### src/rtl/oam_dma_controller_pkg.sv
// rtl/oam_dma_controller_pkg.sv - shared encodings and constants for the OAM DMA controller
package oam_dma_controller_pkg;

    typedef enum logic [1:0] {
        ST_IDLE  = 2'd0,
        ST_DELAY = 2'd1,
        ST_RD    = 2'd2,
        ST_WR    = 2'd3
    } dma_state_t;

    typedef enum logic [1:0] {
        SEL_BUS   = 2'd0,
        SEL_HI    = 2'd1,
        SEL_REG   = 2'd2,
        SEL_CONST = 2'd3
    } rdata_sel_t;

    localparam logic [7:0] HIGH_PAGE   = 8'hFF;
    localparam logic [7:0] RDATA_CONST = 8'hFF;
    localparam logic [7:0] PAGE_RESET  = 8'hFF;

endpackage

### src/rtl/oam_dma_controller_dma_sequencer.sv
// rtl/oam_dma_controller_dma_sequencer.sv - OAM DMA state machine driving the main-bus copy cycles
module oam_dma_controller_dma_sequencer
    import oam_dma_controller_pkg::*;
#(
    parameter logic [15:0] DEST_BASE   = 16'hFE00,
    parameter int          DMA_LEN     = 160,
    parameter int          START_DELAY = 1
) (
    input  logic        clock,
    input  logic        reset,
    input  logic        start,
    input  logic [7:0]  page,
    input  logic [7:0]  bus_rdata,
    output logic        active,
    output logic        rd,
    output logic        wr,
    output logic [15:0] addr,
    output logic [7:0]  wdata
);

    localparam logic [7:0] LAST_IDX    = 8'(DMA_LEN - 1);
    localparam logic [7:0] DELAY_LAST  = 8'(START_DELAY - 1);
    localparam dma_state_t START_STATE = (START_DELAY == 0) ? ST_RD : ST_DELAY;

    dma_state_t state, state_n;
    logic [7:0] idx, idx_n;
    logic [7:0] cnt, cnt_n;

    assign active = (state != ST_IDLE);

    // State, byte index and start-delay counter registers.
    always_ff @(posedge clock or negedge reset) begin
        if (!reset) begin
            state <= ST_IDLE;
            idx   <= 8'd0;
            cnt   <= 8'd0;
        end else begin
            state <= state_n;
            idx   <= idx_n;
            cnt   <= cnt_n;
        end
    end

    // Next state and bus fields; a fresh start overrides whatever cycle is in flight,
    // but the current cycle's strobe still goes out since outputs follow the present state.
    always_comb begin
        state_n = state;
        idx_n   = idx;
        cnt_n   = cnt;
        rd      = 1'b0;
        wr      = 1'b0;
        addr    = 16'h0000;
        wdata   = 8'h00;
        case (state)
            ST_IDLE: begin
            end
            ST_DELAY: begin
                if (cnt == DELAY_LAST) begin
                    state_n = ST_RD;
                end else begin
                    cnt_n = cnt + 8'd1;
                end
            end
            ST_RD: begin
                rd      = 1'b1;
                addr    = {page, idx};
                state_n = ST_WR;
            end
            ST_WR: begin
                wr    = 1'b1;
                addr  = DEST_BASE + {8'h00, idx};
                wdata = bus_rdata;
                if (idx == LAST_IDX) begin
                    state_n = ST_IDLE;
                    idx_n   = 8'd0;
                end else begin
                    state_n = ST_RD;
                    idx_n   = idx + 8'd1;
                end
            end
            default: state_n = ST_IDLE;
        endcase
        if (start) begin
            state_n = START_STATE;
            idx_n   = 8'd0;
            cnt_n   = 8'd0;
        end
    end

endmodule

### src/rtl/oam_dma_controller.sv
// rtl/oam_dma_controller.sv - CPU/DMA bus arbiter with high-page port and DMA page register
module oam_dma_controller
    import oam_dma_controller_pkg::*;
#(
    parameter logic [15:0] DMA_REG_ADDR = 16'hFF46,
    parameter logic [15:0] DEST_BASE    = 16'hFE00,
    parameter int          DMA_LEN      = 160,
    parameter int          START_DELAY  = 1
) (
    input  logic        clock,
    input  logic        reset,
    input  logic [15:0] cpu_addr,
    input  logic [7:0]  cpu_wdata,
    input  logic        cpu_rd,
    input  logic        cpu_wr,
    output logic [7:0]  cpu_rdata,
    output logic [15:0] bus_addr,
    output logic [7:0]  bus_wdata,
    output logic        bus_rd,
    output logic        bus_wr,
    input  logic [7:0]  bus_rdata,
    output logic [15:0] hi_addr,
    output logic [7:0]  hi_wdata,
    output logic        hi_rd,
    output logic        hi_wr,
    input  logic [7:0]  hi_rdata,
    output logic        dma_active
);

    logic [7:0]  page;
    rdata_sel_t  rsel;
    logic        is_reg, is_low, is_high, rd_req, start;
    logic        seq_rd, seq_wr;
    logic [15:0] seq_addr;
    logic [7:0]  seq_wdata;

    assign is_reg  = (cpu_addr == DMA_REG_ADDR);
    assign is_low  = !is_reg && (cpu_addr[15:8] != HIGH_PAGE);
    assign is_high = !is_reg && (cpu_addr[15:8] == HIGH_PAGE);
    // A simultaneous read and write is treated purely as a write.
    assign rd_req  = cpu_rd && !cpu_wr;
    assign start   = cpu_wr && is_reg;

    oam_dma_controller_dma_sequencer #(
        .DEST_BASE   (DEST_BASE),
        .DMA_LEN     (DMA_LEN),
        .START_DELAY (START_DELAY)
    ) u_seq (
        .clock     (clock),
        .reset     (reset),
        .start     (start),
        .page      (page),
        .bus_rdata (bus_rdata),
        .active    (dma_active),
        .rd        (seq_rd),
        .wr        (seq_wr),
        .addr      (seq_addr),
        .wdata     (seq_wdata)
    );

    // Page register and the source select for next cycle's CPU read data.
    always_ff @(posedge clock or negedge reset) begin
        if (!reset) begin
            page <= PAGE_RESET;
            rsel <= SEL_CONST;
        end else begin
            if (start) begin
                page <= cpu_wdata;
            end
            if (rd_req) begin
                if (is_reg) begin
                    rsel <= SEL_REG;
                end else if (is_high) begin
                    rsel <= SEL_HI;
                end else if (dma_active) begin
                    rsel <= SEL_CONST;
                end else begin
                    rsel <= SEL_BUS;
                end
            end
        end
    end

    // Main bus owner: the DMA engine while active, otherwise low-page CPU traffic.
    always_comb begin
        bus_addr  = 16'h0000;
        bus_wdata = 8'h00;
        bus_rd    = 1'b0;
        bus_wr    = 1'b0;
        if (dma_active) begin
            bus_addr  = seq_addr;
            bus_wdata = seq_wdata;
            bus_rd    = seq_rd;
            bus_wr    = seq_wr;
        end else if (is_low) begin
            bus_addr  = cpu_addr;
            bus_wdata = cpu_wdata;
            bus_rd    = rd_req;
            bus_wr    = cpu_wr;
        end
    end

    // High-page port always follows the CPU so HRAM code keeps running during DMA.
    always_comb begin
        hi_addr  = 16'h0000;
        hi_wdata = 8'h00;
        hi_rd    = 1'b0;
        hi_wr    = 1'b0;
        if (is_high) begin
            hi_addr  = cpu_addr;
            hi_wdata = cpu_wdata;
            hi_rd    = rd_req;
            hi_wr    = cpu_wr;
        end
    end

    // CPU read data mux driven by the select captured on the previous read.
    always_comb begin
        cpu_rdata = RDATA_CONST;
        case (rsel)
            SEL_BUS:   cpu_rdata = bus_rdata;
            SEL_HI:    cpu_rdata = hi_rdata;
            SEL_REG:   cpu_rdata = page;
            SEL_CONST: cpu_rdata = RDATA_CONST;
            default:   cpu_rdata = RDATA_CONST;
        endcase
    end

endmodule

### config.mk
export PLATFORM = sky130hd
export DESIGN_NAME = oam_dma_controller
export DESIGN_NICKNAME = d
export VERILOG_FILES = /design/src/rtl/oam_dma_controller_pkg.sv /design/src/rtl/oam_dma_controller_dma_sequencer.sv /design/src/rtl/oam_dma_controller.sv
export SDC_FILE = /design/constraint.sdc
export NUM_CORES = 1
export LEC_CHECK = 0
export BUFFER_PORTS_ARGS = -buffer_cell sky130_fd_sc_hd__buf_2
export CORE_AREA = 5 5 71 73
export DETAILED_ROUTE_END_ITERATION = 10
export DIE_AREA = 0 0 76 78
export PLACE_DENSITY_LB_ADDON = 0.25
export SYNTH_ARGS = -nofsm -noshare
export SYNTH_HDL_FRONTEND = slang
export SYNTH_SLANG_ARGS = --single-unit
### constraint.sdc
create_clock -name clock -period 3 [get_ports clock]
set_input_delay 0.15 -clock clock [delete_from_list [all_inputs] [get_ports clock]]
set_output_delay 0.15 -clock clock [all_outputs]
set_load 0.02 [all_outputs]
== Word-level counts from Yosys, hierarchy flattened ==
Index checks and enable logic that the tools add are counted.

* $add $sub $neg: 3
* Multipliers: 0
* Divide/modulo/power cells: 0
* Magnitude comparators: 0
* Equality and inequality tests: 12
* Shift-type cells: 0
* Multiplexer cells: 30
* Bitwise gates (word level): 0
* Reductions and logical operators: 14

{| class="wikitable"
|+ Operator list
! operator !! number
|-
| 2-to-1 mux 8 bit || 10
|-
| 2-to-1 mux 16 bit || 3
|-
| one-hot mux 16 bit (2 select lines) || 1
|-
| one-hot mux 8 bit (4 select lines) || 1
|-
| adder 8 x 1 -> 8 bit, second input constant || 2
|-
| equality test 16 bit, second input constant || 1
|-
| equality test 8 bit, second input constant || 2
|-
| 2-to-1 mux 2 bit || 6
|-
| adder 10 x 9 -> 11 bit, first input constant || 1
|-
| equality test 2 bit, second input constant || 4
|-
| zero test 8 bit || 1
|-
| 2-to-1 mux 1 bit || 8
|-
| != test 8 bit, second input constant || 1
|-
| one-hot mux 2 bit (3 select lines) || 1
|-
| nonzero test 2 bit || 3
|-
| equality test 2 x 1 -> 1 bit, second input constant || 2
|-
| logical AND 1 bit || 4
|-
| AND reduction 2 bit || 2
|-
| nonzero test 4 bit || 1
|-
| != test 3 x 2 -> 1 bit, second input constant || 1
|-
| zero test 1 bit || 2
|-
| zero test 2 bit || 1
|-
| != test 2 bit, second input constant || 1
|}

* Register bits after elaboration: 28
* Bits in latches: 0
* Memory bits (writable): 0
* Bits in read-only memories: 0
* Word-level logic and storage cells: 64
* Memories kept: 0

== Logic depth before layout (Yosys ltp) ==
Gate-level depths: netlist of run 1.

* Depth after elaboration: 5
* Mapped depth: 8
* Depth with buffers taken out: 6

== By module ==
From an unflattened synthesis of run 1, not the netlist that was laid out.

* Cell total of the unflattened synthesis: 296
* Area, all modules: 2394.8 um^2

{| class="wikitable"
|+ By module, submodules not included
! module !! instances !! cells each !! area an instance (um^2)
|-
| oam_dma_controller || 1 || 168 || 1226.2
|-
| oam_dma_controller_dma_sequencer || 1 || 128 || 1168.6
|}

== Worst setup path after synthesis of run 1 ==
No wires, ideal clock.

* Path kind: reg2out
* Start: register u_seq.state[0]
* End: output port bus_addr[8]
* Data arrival time: 1.733 ns
* Data required time: 2.850 ns
* Setup slack: 1.117 ns
* Stages on the path, launching flop included: 6
* Path through: dfrtp_1 or2_2 clkbuf_1 a21oi_1 buf_2 a22o_1

* Elaborated cells on any way between the ends: 5
* Classes of those cells: eq/ne: 2; mux: 2; reduce/logical: 1

{| class="wikitable"
|+ RTL lines
! what !! line !! RTL
|-
| start: declaration || oam_dma_controller_dma_sequencer.sv:25 || <nowiki>dma_state_t state, state_n;</nowiki>
|-
| start signal: assignment || oam_dma_controller_dma_sequencer.sv:38 || <nowiki>state <= state_n;</nowiki>
|-
| nonzero test 2 bit || oam_dma_controller_dma_sequencer.sv:29 || <nowiki>assign active = (state != ST_IDLE);</nowiki>
|-
| net dma_active || oam_dma_controller.sv:27 || <nowiki>output logic dma_active</nowiki>
|-
| 2-to-1 mux 16 bit || oam_dma_controller.sv:90 || <nowiki>if (dma_active) begin</nowiki>
|-
| end: declaration || oam_dma_controller.sv:17 || <nowiki>output logic [15:0] bus_addr,</nowiki>
|}

The timed path passes the listed nets, and every way through them passes these cells.

== Final worst setup path of run 1 ==
* Start: register u_seq.state[0]
* End: output port bus_wdata[4]

* Word-level cells in the longest chain between the ends: 3
* Elaborated cells on any way between the ends: 4
* Classes of those cells: eq/ne: 1; mux: 2; reduce/logical: 1

{| class="wikitable"
|+ Ends and longest elaborated chain
! what !! line !! RTL
|-
| equality test 2 bit || oam_dma_controller_dma_sequencer.sv:54 || <nowiki>case (state)</nowiki>
|-
| 2-to-1 mux 8 bit || oam_dma_controller_dma_sequencer.sv:54 ||
|-
| 2-to-1 mux 8 bit * || oam_dma_controller.sv:90 ||
|-
| end: declaration || oam_dma_controller.sv:18 || <nowiki>output logic [7:0] bus_wdata,</nowiki>
|}

Mark *: on every way between the ends. The rest lies on a longest branch, timed or not.

==> metrics, run 1 <==
die height 78 um; Syn-to-layout area delta 30.43%; clk sink count 28; critical path class reg -> out; clock skew 0.005472 ns; Top Ports 105; PostCTS Resize Cnt 0; Num CTS Buffers 3; fmax 0.4182 GHz; clk root buf clkbuf_8; number of global-route vias before repair 2,036; startpoint types register; hold crit path type in -> reg; Yosys reg bits 28; Leak Pwr 0.001308 uW; Slew @ Worst Pin 0.6521 ns; clock tree buffer depth 2; CP max FO 17; final hold viol count 0; Gate Count Post-Synth 232; layout cells sized above 1 0.4273; Setup TNS 0 ns; R2R Setup Slk 1.20 ns; Yosys warning total 0; TritonRoute pass-1 iters 4; DRT iter0 DRCs 96; wire per inst 15.58 um; gr ovfl total 0; drt drc 0; Setup Viol. Count Final 0; GRT Total Usage 0.1929; port bufs 104; FF-to-FF Start u_seq.cnt[0]; Worst EP arrival 2.24 ns; H-tree levels 1; initial antenna violation count 0; Pwr Density 455.7 nW/um^2; CP Capture Type output port; Endpoint, Worst Hold page[0]; min Tclk post-route 2.391 ns; register area share after synthesis 0.3448; Cell Area, Synth 2068 sq um; max-slew violation count 0; fillers 392; Final Cycle Share 0.7970; Synth async-reset ratio 1.000; # nets final 378; Hold Path Depth 2; FF-to-FF End u_seq.state[0]; Detailed Place HPWL 4647 um; ys flop type dfrtp_1; outcome completed; CTS tree done; number of distinct library cells after synthesis 39; final WL 5952 um; Hold Startpoint cpu_wdata[0]; FF+latch area 713.2 sq um; die area 5928 sq um; post-route ant nets 0; synthesized area per cell 8.915 sq um; max-cap viol count 0; final hold slack 0.1327 ns; Worst-path clk slew 0.10 ns; # diodes 0; gp weighted congestion 0.8191; EDFF count, synth 0; multi-input logic area 1272 sq um; clock insertion delay at the later pin of the skew report 0.28 ns; VDD IR-drop max 0.2421 mV; Vias 2,120; first-pass GRT wire length 9701 um; CP required 2.85 ns; largest net degree at the start of global routing 29; post-route cell area 2698 sq um; vias per inst 5.550; Core Area 4294 sq um; Core Rows 24; Register-to-Register Path Depth 5; Syn Nets 279; Placed Area 2616 sq um; die width 76 um; RSZ-0062 raised after global routing false; Initial Utilization 0.4816; Max-slew headroom 0.5653
[layout make-up]
type / count / share of cell area
clock buffers: 3 / 0.01531
clock inverters: 1 / 0.01113
inverters: 2 / 0.002783
multi-input cells: 186 / 0.4717
flip-flops and latches: 28 / 0.2644
well taps: 52 / 0.02412
repair buffers: 110 / 0.2106
[per-stage QoR]
step	worst slack, ns	utilization	total power [uW]	instances
after floorplan	1.117	-	782.0	232
after global placement	1.006	0.6093	925.7	377
after detailed placement	0.9429	0.6093	937.0	377
after CTS	0.6100	0.6282	1237	382
after global routing	0.4725	0.6282	1301	382
final	0.6090	0.6282	1229	382
[critical path: stages, from the launching register on]
cell,delay (ns)
dfrtp_1,0.55
or2_2,0.39
a21oi_2,0.37
buf_4,0.30
a22o_1,0.17
buf_2,0.16
[logic make-up after synthesis]
| kind of cell | count (synthesis) | synth area share |
|---|---|---|
| AO/OA/AOI/OAI | 57 | 0.2051 |
| XOR/XNOR | 9 | 0.03811 |
| adder cells (fa/ha/maj) | 3 | 0.01815 |
| buffers and inverters | 18 | 0.04174 |
| flip-flops | 28 | 0.3448 |
| multiplexers | 18 | 0.09679 |
| AND/OR/NAND/NOR | 99 | 0.2553 |
[metal layers]
metal / track usage / wire [um]
met3: 0.04398 / 495
met1: 0.2393 / 2502
met5: 0 / 0
met2: 0.3288 / 2890
met4: 0.06584 / 65
[worst max path at each step]
stage,startpoint,to,slack (ns),cells past startpoint
after floorplan,u_seq.state[0],bus_addr[8],1.12,5
after global placement,u_seq.state[0],bus_wdata[0],1.01,5
after detailed placement,u_seq.state[0],bus_wdata[2],0.94,5
after CTS,u_seq.state[0],bus_wdata[7],0.61,5
after global routing,u_seq.state[0],bus_wdata[4],0.47,5
final,u_seq.state[0],bus_wdata[4],0.61,5
[Yosys cell counts, types with 3 or more instances]
master    number  area share
nor2_1        20       0.036
and3_1         4       0.012
nand2_1       29       0.053
a211oi_1      10       0.036
and2_1        19       0.057
ha_1           3       0.018
o21ai_0       10       0.024
mux2_2        14       0.076
buf_2          3      0.0073
clkbuf_1      10       0.018
a22o_1        17       0.072
nor3_1         4      0.0097
nand4_1        6       0.018
xor2_1         6       0.025
a21oi_1        7       0.017
dfstp_2       10        0.13
xnor2_1        3       0.013
nand2b_1       3      0.0091
o22a_1         8       0.034
dfrtp_1       18        0.22
[power by group]
part | internal [uW] | switching [uW]
Combinational | 190 | 240
Clock | 179 | 119
Sequential | 428 | 73.9
Total | 796 | 433
[flip-flops by register name, summed over array words and instances (netlist names)]
register and count:
page 8, u_seq.cnt 8, u_seq.idx 8, rsel 2, u_seq.state 2
[cell usage in the layout, fill, tap and decap left out, drive strengths merged, types with 2 or more instances in the layout]
| cell | instances |
|---|---|
| and2 | 19 |
| a311oi | 2 |
| dfstp | 10 |
| nand2b | 3 |
| nor4b | 2 |
| nor3 | 4 |
| nand4 | 6 |
| a22o | 17 |
| mux2 | 16 |
| a211oi | 11 |
| dfrtp | 18 |
| xnor2 | 3 |
| ha | 3 |
| xor2 | 6 |
| nand2 | 29 |
| nor2 | 20 |
| or3 | 2 |
| o21ai | 10 |
| nor2b | 2 |
| nor4bb | 2 |
| o22a | 8 |
| inv | 2 |
| and4 | 2 |
| clkbuf | 3 |
| mux2i | 2 |
| and3 | 4 |
| a21oi | 7 |
| buf | 109 |
[repair_timing]
action                                  CTS  global route
setup buffers                             0             0
endpoints found under the setup margin    0             0
hold buffers                              1             0
hold endpoints to repair                 18             0
Note: power is estimated with default switching activity, not from simulation.
==> run 2, diff against run 1 <==
- CORE_AREA: 5 5 71 73 -> 5 5 77 79
- DIE_AREA: 0 0 76 78 -> 0 0 82 84
- clock period: 3 -> 2.14 ns (I/O delays scaled with it)
==> run 2 against run 1 <==
Non-clock buffer count up 4. Setup slack worse by 0.42 ns. Via count unchanged. Power increased by 40%. Critical path type unchanged. Largest power group unchanged. Highest routed layer unchanged.
==> metrics, run 2 (same netlist as run 1, synthesis figures left out) <==
outcome completed; min Tclk post-route 1.947 ns; RSZ-0062 raised after global routing false; final core utilization 0.5252 (-0.1030); Num CTS Buffers 3 (unchanged); number of global-route vias before repair 2,014 (-1.1%); die area 6888 sq um (+16%); port bufs 104 (unchanged); Max-slew headroom 0.3313 (-0.2339); Internal 1120 uW (+41%); Syn-to-layout area delta 33.82%; CTS tree done; hold crit path type in -> reg; Flop pwr share 0.409 (about the same); Core Area 5270 sq um (+23%); Top Ports 105 (unchanged); CP max FO 16 (-1); Worst EP arrival 1.84 ns (-0.40 ns); die height 84 um (+7.7%); Power, Total 1719 uW (+40%); clock skew 0.006559 ns (+0.001087 ns); most common cell after layout, fill and taps aside buf_2; fmax 0.5136 GHz; final hold viol count 0 (unchanged); critical path class reg -> out; Initial Utilization 0.3925 (-0.08919); clk root buf clkbuf_8; first-pass GRT wire length 9597 um (-1.1%); DP Worst Slack 0.2269 ns (-0.7160 ns); Slew @ Worst Pin 1.001 ns (+0.3491 ns); startpoint types register; clock power share 0.240 (-0.003); final WL 5999 um (+0.79%); worst setup margin 0.1928 ns (-0.4162 ns); Sw Share 0.3485 (-0.003611); Vias 2,120 (unchanged); wire per inst 14.78 um (-5.2%); VDD IR-drop max 0.4690 mV (+94%); Leak Pwr 0.001328 uW (+1.5%); R2R Setup Slk 0.36 ns (-0.84 ns); GRT Total Usage 0.1727 (-0.02022); gp weighted congestion 0.8388 (+2.4%); TritonRoute pass-1 iters 4 (unchanged); Placed Area 2684 sq um (+2.6%); Setup Viol. Count Final 0 (unchanged); clk sink count 28 (unchanged); H-tree levels 1 (unchanged); post-route ant nets 0 (unchanged); DRT iter0 DRCs 60 (-38%); Net Switching 599.0 uW (+38%); # diodes 0 (unchanged); Setup Buffers After CTS 0 (unchanged); post-route cell area 2768 sq um (+2.6%); Setup TNS 0 ns (unchanged); vias per inst 5.222 (-5.9%); initial antenna violation count 0 (unchanged); Final Cycle Share 0.9099; # nets final 382 (+1.1%); drt drc 0 (unchanged); largest net degree at the start of global routing 29 (unchanged); combinational power share 0.351 (+0.002); CP required 2.03 ns (-0.82 ns); die width 82 um (+7.9%); most frequent cells in the layout 104 x buf_2, 29 x nand2_1, 20 x nor2_1, 19 x and2_1, 17 x a22o_1; clock tree buffer depth 2 (unchanged); largest registers page: 8 flops, u_seq.cnt: 8 flops, u_seq.idx: 8 flops; gr ovfl total 0 (unchanged); clock insertion delay at the later pin of the skew report 0.27 ns (about the same); Core Rows 27 (+13%); layout cells sized above 1 0.4401 (+0.01285); Worst-path clk slew 0.10 ns (about the same); CP Capture Type output port; Pwr Density 620.9 nW/um^2 (+36%); max-cap viol count 0 (unchanged); max-slew violation count 0 (unchanged); Detailed Place HPWL 4632 um (-0.33%)
-- run 2: stage by stage --
step	hold slack (ns)	std cells
CTS	0.08523	406
finish	0.08822	406
global route	0.08471	406
floorplan	-0.1886	232
global placement	0.1657	401
detailed placement	0.1816	401
-- run 2: final cells by class --
cell class	count	area (sq um)
Clock inverter	1	30.03
Inverter	2	7.507
Clock buffer	3	41.29
Timing Repair Buffer	114	610.6
Sequential cell	28	715.7
Fill cell	508	2502
Multi-Input combinational cell	186	1272
Tap cell	72	90.09
-- run 2: final timing paths --
check                                    start              to  depth (start not counted)
worst max register to register    u_seq.cnt[0]  u_seq.state[0]                          5
worst min-delay path              cpu_wdata[4]         page[4]                          2
min in group asynchronous                reset    u_seq.cnt[1]                          2
max in group asynchronous                reset  u_seq.state[0]                          2
worst min register to register    u_seq.cnt[7]    u_seq.cnt[7]                          2
worst max-delay path            u_seq.state[1]    bus_wdata[4]                          5
-- run 2: power groups by stage --
stage | registers, uW | logic (uW) | clock network, uW
after floorplan | 669 | 428 | 0
after global placement | 707 | 596 | 0
after detailed placement | 710 | 606 | 0
after CTS | 701 | 610 | 430
after global routing | 716 | 670 | 453
final | 703 | 603 | 413
-- run 2: per-layer routing --
metal / track usage / part of all wire / wire length [um] / vias to the layer above
met3: 0.02484 / 0.088 / 525 / 6
met1: 0.2288 / 0.42 / 2517 / 974
met4: 0.04230 / 0.012 / 71 / 0
met2: 0.2902 / 0.48 / 2884 / 90
met5: 0 / 0 / 0 / -
li1: - / - / - / 1050
-- run 2: repair_timing --
item,CTS,global route
setup endpoints to repair,0,8
endpoints found under the hold margin,18,0
gates resized for setup,0,2
hold buffers,1,0
-- run 2: critical path, stage by stage (launching register included) --
cell and delay [ns]:
dfrtp_2 0.51, or2_2 0.36, a21oi_2 0.14, buf_4 0.23
a22o_1 0.17, buf_2 0.16
==> run 3, diff against run 2 <==
- CORE_AREA: 5 5 77 79 -> 5 5 80 82
- DIE_AREA: 0 0 82 84 -> 0 0 85 87
- SYNTH_HIERARCHICAL: default -> 1
==> run 3 against run 2 <==
Clock power decreased by 21%. Cell count grew 16%. Final area grew 11%. Largest cell class unchanged. Critical path type unchanged. Critical path depth up 2. Sequential power shrank 0.7%. Global-route usage is 1.2 points higher. Area after synthesis grew 16%.
==> metrics, run 3 <==
Initial Utilization 0.4220 (+0.02951); EDFF count, synth 0 (unchanged); min Tclk post-route 1.950 ns (+0.002866 ns); CTS tree done; final core utilization 0.5401 (+0.01496); Num CTS Buffers 3 (unchanged); final hold viol count 0 (unchanged); largest registers page: 8 flops, u_seq/cnt: 8 flops, u_seq/idx: 8 flops; FF-to-FF End u_seq/state[1]; CP required 2.03 ns (about the same); Synth async-reset ratio 1.000 (unchanged); Hold Startpoint cpu_wdata[0]; Cell Area, Synth 2395 sq um (+16%); crit path launch u_seq/state[0]; drt drc 0 (unchanged); startpoint types register; Slew @ Worst Pin 0.6338 ns (-0.3673 ns); clock insertion delay at the later pin of the skew report 0.28 ns (about the same); Pwr Density 795.2 nW/um^2 (+28%); most common cell in the netlist nand2_1; Placed Area 3000 sq um (+12%); Setup Viol. Count Final 0 (unchanged); XOR/XNOR Fraction of Synth Area 0.03292 (-0.005197); Yosys top cell area share 0.1881 (-0.02970); outcome completed; synthesized area per cell 8.091 sq um (-9.2%); post-route cell area 3065 sq um (+11%); first-pass GRT wire length 11,270 um (+17%); die width 85 um (+3.7%); Setup Buffers After CTS 0 (unchanged); number of distinct library cells after synthesis 46 (+18%); Yosys reg bits 28 (unchanged); wire per inst 14.50 um (-1.9%); final hold slack 0.08621 ns (-0.002007 ns); DRT iter0 DRCs 77 (+28%); die height 87 um (+3.6%); clock tree buffer depth 2 (unchanged); Hold Path Depth 2 (unchanged); Syn-to-layout area delta 28.00%; post-synthesis mux area share 0.09666 (-0.0001375); Core Area 5675 sq um (+7.7%); Top Ports 105 (unchanged); layout cells sized above 1 0.4015 (-0.03860); clk sink count 28 (unchanged); post-route ant nets 0 (unchanged); vias per inst 5.076 (-2.8%); CP Capture Type output port; Gate Count Post-Synth 296 (+28%); most common cell after layout, fill and taps aside buf_2; Leak Pwr 0.001609 uW (+21%); PostCTS Resize Cnt 0 (unchanged); Endpoint, Worst Hold page[0]; simple-gate share of the synthesized area 0.3135 (+0.05819); post-synthesis adder-cell area fraction 0.03657 (+0.01842); final WL 6828 um (+14%); H-tree levels 1 (unchanged); fillers 571 (+12%); R2R Setup Slk 0.37 ns (about the same); Setup TNS 0 ns (unchanged); TritonRoute pass-1 iters 4 (unchanged); FF-to-FF Start u_seq/cnt[0]; max-cap viol count 0 (unchanged); Max-slew headroom 0.5774 (+0.2461); # nets final 448 (+17%); max-slew violation count 0 (unchanged); area leader, netlist dfrtp_1; ys flop type dfrtp_1; Register-to-Register Path Depth 6 (+1); GRT Total Usage 0.1844 (+0.01172); compound-gate portion of the synthesized area 0.1782 (-0.02692); Core Rows 28 (+3.7%); Final Cycle Share 0.9113 (+0.001339); largest net degree at the start of global routing 30 (+3.4%); VDD IR-drop max 0.4519 mV (-3.6%); Vias 2,391 (+13%); Power, Total 2438 uW (+42%); Hold-fix buffers, CTS 1 (unchanged); Yosys warning total 6 (+6); Detailed Place HPWL 5350 um (+16%); most frequent cells after synthesis 61 x nand2_1, 31 x o21ai_0, 26 x and2_1; RSZ-0062 raised after global routing false; die area 7395 sq um (+7.4%); initial antenna violation count 0 (unchanged); gr ovfl total 0 (unchanged); Worst-path clk slew 0.09 ns (about the same); port bufs 104 (unchanged); CP max FO 8 (-8); most frequent cells in the layout 104 x buf_2, 61 x nand2_1, 31 x o21ai_0, 26 x and2_1, 18 x dfrtp_1; register area share after synthesis 0.2978 (-0.04702); Syn Nets 347 (+24%); largest family of logic cells by synthesized area simple AND/OR/NAND/NOR gates; fmax 0.5128 GHz (-0.15%); clock skew 0.002151 ns (-0.004407 ns); # diodes 0 (unchanged); clk root buf clkbuf_8; gp weighted congestion 0.9189 (+9.5%); hold crit path type in -> reg; ranking of synthesized cells by area dfrtp_1 19%, dfstp_2 11%, nand2_1 9.6%; critical path class reg -> out; Worst EP arrival 1.84 ns (about the same); number of global-route vias before repair 2,357 (+17%)
run 3: cell count changes after synthesis, sizes merged, moves of 3 or more:
cell   before  now
a21oi       7    4
inv         2    6
a22o       17    0
nor2       20   16
nor2b       2    7
ha          3    7
o21ai      10   33
a21o        0    7
and2       19   28
nand2      29   61
run 3: worst max-delay path by stage:
stage               slack, ns  cells past startpoint      endpoint
floorplan                0.34                      7  u_seq/idx[0]
global placement         0.43                      8  u_seq/idx[3]
detailed placement       0.40                      8  u_seq/idx[3]
CTS                      0.18                      7   bus_addr[2]
global route            0.005                      7   bus_addr[0]
finish                   0.19                      7   bus_addr[2]
run 3: kinds of logic (layout without fill, tap and decap cells):
group	count (synthesis)	in the layout
flip-flops	28	28
adder cells (fa/ha/maj)	7	7
multiplexers	21	21
buffers and inverters	25	125
XOR/XNOR	9	9
AO/OA/AOI/OAI	65	65
AND/OR/NAND/NOR	141	141
run 3: layer usage:
layer	share of wire	vias to the layer above	wire, um	GRT usage
li1	-	1216	-	-
met1	0.43	1083	2916	0.2216
met2	0.47	77	3243	0.3227
met3	0.077	15	526	0.04352
met4	0.021	0	142	0.06331
met5	0	-	0	0
run 3: final cells by class:
type                       instances  area (sq um)  share of cell area
tap                               75         93.84             0.03061
sequential                        28         713.2              0.2327
clock buffer                       4         55.05             0.01796
timing repair buffer             115         605.6              0.1976
inverter                           6         22.52            0.007347
multi-input combinational        243          1575              0.5139
run 3: worst max-delay path, cell delays in order, from the launching register on:
cell	delay [ns]
dfrtp_1	0.42
inv_1	0.08
ha_1	0.21
nor2_1	0.39
nor2b_1	0.09
nand2_1	0.08
o21ai_0	0.10
buf_2	0.19
run 3: per-stage QoR:
stage	instances	worst slack [ns]
floorplan	296	0.3442
global placement	466	0.4265
detailed placement	466	0.3987
CTS	471	0.1825
global route	471	0.005326
finish	471	0.1899
run 3: power breakdown:
group          internal, uW  total [uW]  switching (uW)
Sequential              604         698            94.4
Clock                   165         328             163
Combinational           557        1410             855
Total                  1330        2440            1110
